[config.mk]
export PLATFORM = sky130hd
export DESIGN_NAME = spi_shift_engine
export DESIGN_NICKNAME = d
export VERILOG_FILES = /design/src/rtl/spi_shift_engine.sv
export SDC_FILE = /design/constraint.sdc
export NUM_CORES = 1
export LEC_CHECK = 0
export CORE_ASPECT_RATIO = 0.5
export CORE_MARGIN = 2
export CORE_UTILIZATION = 30
export CTS_CLUSTER_DIAMETER = 60
export DETAILED_ROUTE_END_ITERATION = 8
export GPL_TIMING_DRIVEN = 0
export SLEW_MARGIN = 20
export SYNTH_ARGS = -nofsm -noshare
export SYNTH_HDL_FRONTEND = slang
export SYNTH_SLANG_ARGS = --single-unit
export TNS_END_PERCENT = 1
[constraint.sdc]
create_clock -name clk -period 2.8 [get_ports clk]
set_input_delay 0.84 -clock clk [delete_from_list [all_inputs] [get_ports clk]]
set_output_delay 0.84 -clock clk [all_outputs]
set_load 0.02 [all_outputs]
[src/rtl/spi_shift_engine.sv]
// SPI mode-0 byte shifter with selectable sclk rate and a CRC-16/XMODEM
// that runs over either the transmitted or the received bit stream.
module spi_shift_engine #(
  parameter int SLOW_HALF = 128,
  parameter int MED_HALF  = 8
) (
  input  logic        clk,
  input  logic        rst,
  input  logic        start_write,
  input  logic        start_read,
  input  logic [7:0]  shift_in,
  output logic [7:0]  shift_out,
  input  logic [1:0]  speed,
  input  logic        crc_reset,
  input  logic        crc_source,
  output logic [15:0] crc_out,
  input  logic        miso,
  output logic        mosi,
  output logic        sclk,
  output logic        busy
);

  localparam int MAX_HALF = (SLOW_HALF > MED_HALF) ? SLOW_HALF : MED_HALF;
  localparam int CNT_W    = $clog2(MAX_HALF) + 1;

  typedef enum logic [1:0] {
    IDLE = 2'd0,
    LOW  = 2'd1,
    HIGH = 2'd2
  } state_t;

  state_t           state;
  logic [2:0]       bit_cnt;
  logic [CNT_W-1:0] half_cnt;
  logic [CNT_W-1:0] reload;
  logic [7:0]       tx;
  logic [7:0]       rx;
  logic             src;
  logic             half_done;

  // Counter is loaded with H-1 and a phase ends on the cycle it reads zero.
  function automatic logic [CNT_W-1:0] half_reload(input logic [1:0] spd);
    case (spd)
      2'b00:   half_reload = CNT_W'(SLOW_HALF - 1);
      2'b01:   half_reload = CNT_W'(MED_HALF - 1);
      2'b10:   half_reload = CNT_W'(1);
      default: half_reload = CNT_W'(0);
    endcase
  endfunction

  function automatic logic [15:0] crc_step(input logic [15:0] crc, input logic d);
    logic fb;
    fb = crc[15] ^ d;
    crc_step = {crc[14:0], 1'b0} ^ (fb ? 16'h1021 : 16'h0000);
  endfunction

  assign half_done = (half_cnt == '0);

  always_ff @(posedge clk or posedge rst) begin
    if (rst) begin
      state     <= IDLE;
      bit_cnt   <= '0;
      half_cnt  <= '0;
      reload    <= '0;
      tx        <= '0;
      rx        <= '0;
      src       <= 1'b0;
      shift_out <= '0;
      crc_out   <= '0;
      sclk      <= 1'b0;
      mosi      <= 1'b1;
      busy      <= 1'b0;
    end else begin
      // CRC advances once per bit on the LOW->HIGH edge; a clear request wins.
      if (crc_reset)
        crc_out <= '0;
      else if (state == LOW && half_done)
        crc_out <= crc_step(crc_out, src ? miso : mosi);

      case (state)
        IDLE: begin
          if (start_write || start_read) begin
            tx       <= start_write ? shift_in : 8'hFF;
            mosi     <= start_write ? shift_in[7] : 1'b1;
            reload   <= half_reload(speed);
            half_cnt <= half_reload(speed);
            bit_cnt  <= 3'd7;
            src      <= crc_source;
            busy     <= 1'b1;
            sclk     <= 1'b0;
            state    <= LOW;
          end
        end

        LOW: begin
          if (half_done) begin
            rx[bit_cnt] <= miso;
            half_cnt    <= reload;
            sclk        <= 1'b1;
            state       <= HIGH;
          end else begin
            half_cnt <= half_cnt - 1'b1;
          end
        end

        HIGH: begin
          if (half_done) begin
            sclk <= 1'b0;
            if (bit_cnt != 3'd0) begin
              bit_cnt  <= bit_cnt - 3'd1;
              mosi     <= tx[bit_cnt - 3'd1];
              half_cnt <= reload;
              state    <= LOW;
            end else begin
              shift_out <= rx;
              mosi      <= 1'b1;
              busy      <= 1'b0;
              state     <= IDLE;
            end
          end else begin
            half_cnt <= half_cnt - 1'b1;
          end
        end

        default: begin
          sclk  <= 1'b0;
          mosi  <= 1'b1;
          busy  <= 1'b0;
          state <= IDLE;
        end
      endcase
    end
  end

endmodule

==> impl_metrics.sql, run 1 <==
INSERT INTO impl_metrics (metric_group, metric, value, unit) VALUES
('layout', 'mostFrequentLayoutCells', 'sky130_fd_sc_hd__dfrtp_1, sky130_fd_sc_hd__nand2_1, sky130_fd_sc_hd__clkdlybuf4s50_1, sky130_fd_sc_hd__a21oi_1, sky130_fd_sc_hd__mux2_2', ''),
('sta', 'timing.final.max_slew_violations', '0', ''),
('floorplan', 'die_h', '74.5', 'µm'),
('grt', 'globalRouteTotalUtil', '13.2', '%'),
('sta', 'max_slew_margin_vs_limit', '46.8', '%'),
('place', 'gp_congestion', '0.831', ''),
('pwr', 'vdd_drop_max', '0.000322', 'V'),
('detailed_routing', 'highest-signal-layer', 'met4', ''),
('layout', 'layout.cells.most_common', 'sky130_fd_sc_hd__dfrtp_1', ''),
('run_status', 'outcome', 'finished clean', ''),
('cts', 'cts_resized', '0', ''),
('floorplan', 'boundaryPins', '44', ''),
('min_path', 'hold_path_class', 'flop to flop', ''),
('sta', 'layout_worst_path_cycle_share', '85.9', '%'),
('place', 'detailed_place_hpwl', '4640', 'µm'),
('cts', 'clkTransAtPathRegs', '0.05', 'ns'),
('cts', 'ctsLongestPathBuffers', '2', ''),
('logic_synthesis', 'ys.warnings.count', '0', ''),
('logic_synthesis', 'synthesis.nets', '310', ''),
('place', 'dp_cells', '463', ''),
('sta', 'totalNegativeSetupSlack', '0', 'ns'),
('detailed_routing', 'route.met2.wl', '2850', 'µm'),
('sta', 'whs', '0.474', 'ns'),
('logic_synthesis', 'synth_area', '2980', 'µm²'),
('detailed_routing', 'postRouteAntennaNets', '0', ''),
('layout', 'nets', '364', ''),
('cts', 'cts.sinks', '59', ''),
('cts', 'cts_hold_repair.buffers', '0', ''),
('grt', 'largest_net_degree_at_the_start_of_global_routing', '41', ''),
('detailed_routing', 'wirelength_met1', '3420', 'µm'),
('cts', 'ctsRootBufferMaster', 'sky130_fd_sc_hd__clkbuf_16', ''),
('sta', 'worst-slew-pin-transition', '0.789', 'ns'),
('cts', 'insertion_delay', '0.33', 'ns'),
('layout', 'final_util', '40.8', '%'),
('sta', 'clock_skew', '0.00746', 'ns'),
('cts', 'post_cts.repair.setup_buffers', '0', ''),
('min_path', 'min-delay-start', 'tx[7]', ''),
('sta', 'hold_viol', '0', ''),
('floorplan', 'core_area', '9540', 'µm²'),
('detailed_routing', 'wirelength', '6590', 'µm'),
('worst_setup_path', 'critical_path_arrival', '2.61', 'ns'),
('pwr', 'static-leakage-power', '1.66', 'nW'),
('pwr', 'post-layout-total-power', '3.72', 'mW'),
('detailed_routing', 'detailroute.via_count', '2253', ''),
('worst_setup_path', 'critical_setup_path_kind', 'flop to flop', ''),
('floorplan', 'initial_utilization', '31.2', '%'),
('floorplan', 'die_area', '10800', 'µm²'),
('worst_setup_path', 'setup.worst_path.start_class', 'flop', ''),
('grt', 'antenna_violations_before_repair', '0', ''),
('floorplan', 'width_of_the_chip', '145', 'µm'),
('logic_synthesis', 'ys_seq_area_share', '49.6', '%'),
('layout', 'layout-drive-gt1-share', '18.0', '%'),
('floorplan', 'rows', '25', ''),
('place', 'port_bufs', '42', ''),
('layout', 'layout_overhead_on_the_synthesized_area', '30.8', '%'),
('detailed_routing', 'detailedRoute.firstPassIterationCount', '4', ''),
('worst_setup_path', 'data_required_time_at_the_worst_endpoint', '3.01', 'ns'),
('logic_synthesis', 'synthesis.area_per_instance', '10.4', 'µm²'),
('worst_setup_path', 'crit_path_max_fanout', '10', ''),
('layout', 'antenna_cells', '0', ''),
('cts', 'cts-htree-levels', '3', ''),
('worst_setup_path', 'worstReg2RegStart', 'bit_cnt[0]', ''),
('sta', 'finalSetupViolCount', '0', ''),
('grt', 'grt_overflow_total', '0', ''),
('layout', 'fill_cells', '929', ''),
('detailed_routing', 'post_drt_via_cell_ratio', '4.70', ''),
('detailed_routing', 'routedWlPerCell', '13.8', 'µm'),
('cts', 'tritoncts_clock_tree', 'done', ''),
('detailed_routing', 'route.met3.wl', '258', 'µm'),
('detailed_routing', 'drc_errors', '0', ''),
('layout', 'fin_cells', '479', '');
final timing paths:
kind | end | slack, ns | cells past startpoint
setup / recovery | half_cnt[2] | 0.39 | 8
hold / removal | tx[7] | 0.47 | 2
setup reg to reg | half_cnt[2] | 0.39 | 8
hold reg to reg | tx[7] | 0.47 | 2
max in group asynchronous | mosi | 1.44 | 3
min in group asynchronous | crc_out[12] | 0.81 | 2
worst max-delay path: stages, from the launching register on:
cell and delay, ns:
sky130_fd_sc_hd__dfrtp_1 0.31, sky130_fd_sc_hd__clkbuf_1 0.30, sky130_fd_sc_hd__inv_1 0.17, sky130_fd_sc_hd__ha_1 0.26, sky130_fd_sc_hd__and3b_1 0.20, sky130_fd_sc_hd__a311oi_1 0.45, sky130_fd_sc_hd__buf_2 0.30, sky130_fd_sc_hd__o21ai_0 0.11
sky130_fd_sc_hd__a22o_1 0.19
flip-flops by register name, indices dropped and copies added (netlist names):
name       count
busy           1
rx             8
shift_out      8
half_cnt       8
sclk           1
bit_cnt        3
state          1
tx             8
mosi           1
reload         3
src            1
crc_out       16
final cells by class:
type / instances / area (µm²) / area share (%)
plain buffers: 14 / 80.1 / 2.06
inverters: 13 / 51.3 / 1.32
multi-input cells: 199 / 1370 / 35.2
clock inverters: 6 / 65.1 / 1.67
flip-flops and latches: 59 / 1480 / 37.9
well taps: 135 / 169 / 4.34
repair buffers: 43 / 440 / 11.3
clock buffers: 10 / 239 / 6.14
stage by stage:
stage	instance area (µm²)	setup slack [ns]
final	3890	0.394
after global routing	3890	0.158
after CTS	3890	0.331
after detailed placement	3590	0.0887
after global placement	3570	-0.668
after floorplan	2980	0.505
Yosys cell counts (all sizes together):
cell | count | area share [%]
dfrtp | 58 | 49
nand2 | 45 | 5.7
a21oi | 21 | 3.5
mux2 | 21 | 8.1
nor2 | 16 | 2.3
inv | 13 | 1.6
o21ai | 13 | 2.7
buf | 9 | 2.1
nor3 | 9 | 1.5
ha | 8 | 3.4
o22a | 7 | 2.1
a31oi | 6 | 1.3
clkbuf | 5 | 0.63
nand2b | 4 | 0.84
nor4 | 4 | 1.1
o2bb2ai | 4 | 1.2
a311oi | 3 | 0.88
nand3 | 3 | 1.1
nand4 | 3 | 0.63
nor3b | 3 | 1.1
or2 | 3 | 0.63
a21boi | 2 | 0.50
a22o | 2 | 0.59
and3 | 2 | 0.42
mux2i | 2 | 0.67
mux4 | 2 | 1.5
o211a | 2 | 0.67
o31ai | 2 | 0.50
xnor2 | 2 | 0.59
a2111oi | 1 | 0.29
a21bo | 1 | 0.34
a21o | 1 | 0.25
a41o | 1 | 0.34
a41oi | 1 | 0.29
and3b | 1 | 0.29
dfstp | 1 | 0.88
nor2b | 1 | 0.21
or3 | 1 | 0.21
or3b | 1 | 0.29
or4 | 1 | 0.25
logic make-up after synthesis:
group	synth area share (%)
XOR/XNOR	0.588
adder cells (fa/ha/maj)	3.36
multiplexers	10.3
buffers and inverters	4.33
flip-flops	49.6
AO/OA/AOI/OAI	15.4
AND/OR/NAND/NOR	16.5
where the power goes:
group          leakage, nW  total [mW]  switching (mW)  internal (mW)
Sequential           0.753        1.20           0.151           1.04
Clock                0.148        1.11           0.401          0.712
Combinational        0.754        1.41           0.800          0.611
Total                 1.66        3.72            1.35           2.37
metal layers:
| metal | global-route usage [%] | vias up |
|---|---|---|
| met2 | 20.1 | 32 |
| met4 | 4.29 | 0 |
| met5 | 0 | - |
| li1 | - | 1128 |
| met3 | 4.29 | 6 |
| met1 | 18.1 | 1087 |
Note: power is estimated with default switching activity, not from simulation.
==> run 2: changes to the inputs <==
--- a/config.mk
+++ b/config.mk
@@ -5,6 +5,7 @@
 export SDC_FILE = /design/constraint.sdc
 export NUM_CORES = 1
 export LEC_CHECK = 0
+export CAP_MARGIN = 30
 export CORE_ASPECT_RATIO = 0.5
 export CORE_MARGIN = 2
 export CORE_UTILIZATION = 30
==> results of run 2 <==
The final DEF is identical to that of run 1; final timing and power are the same.
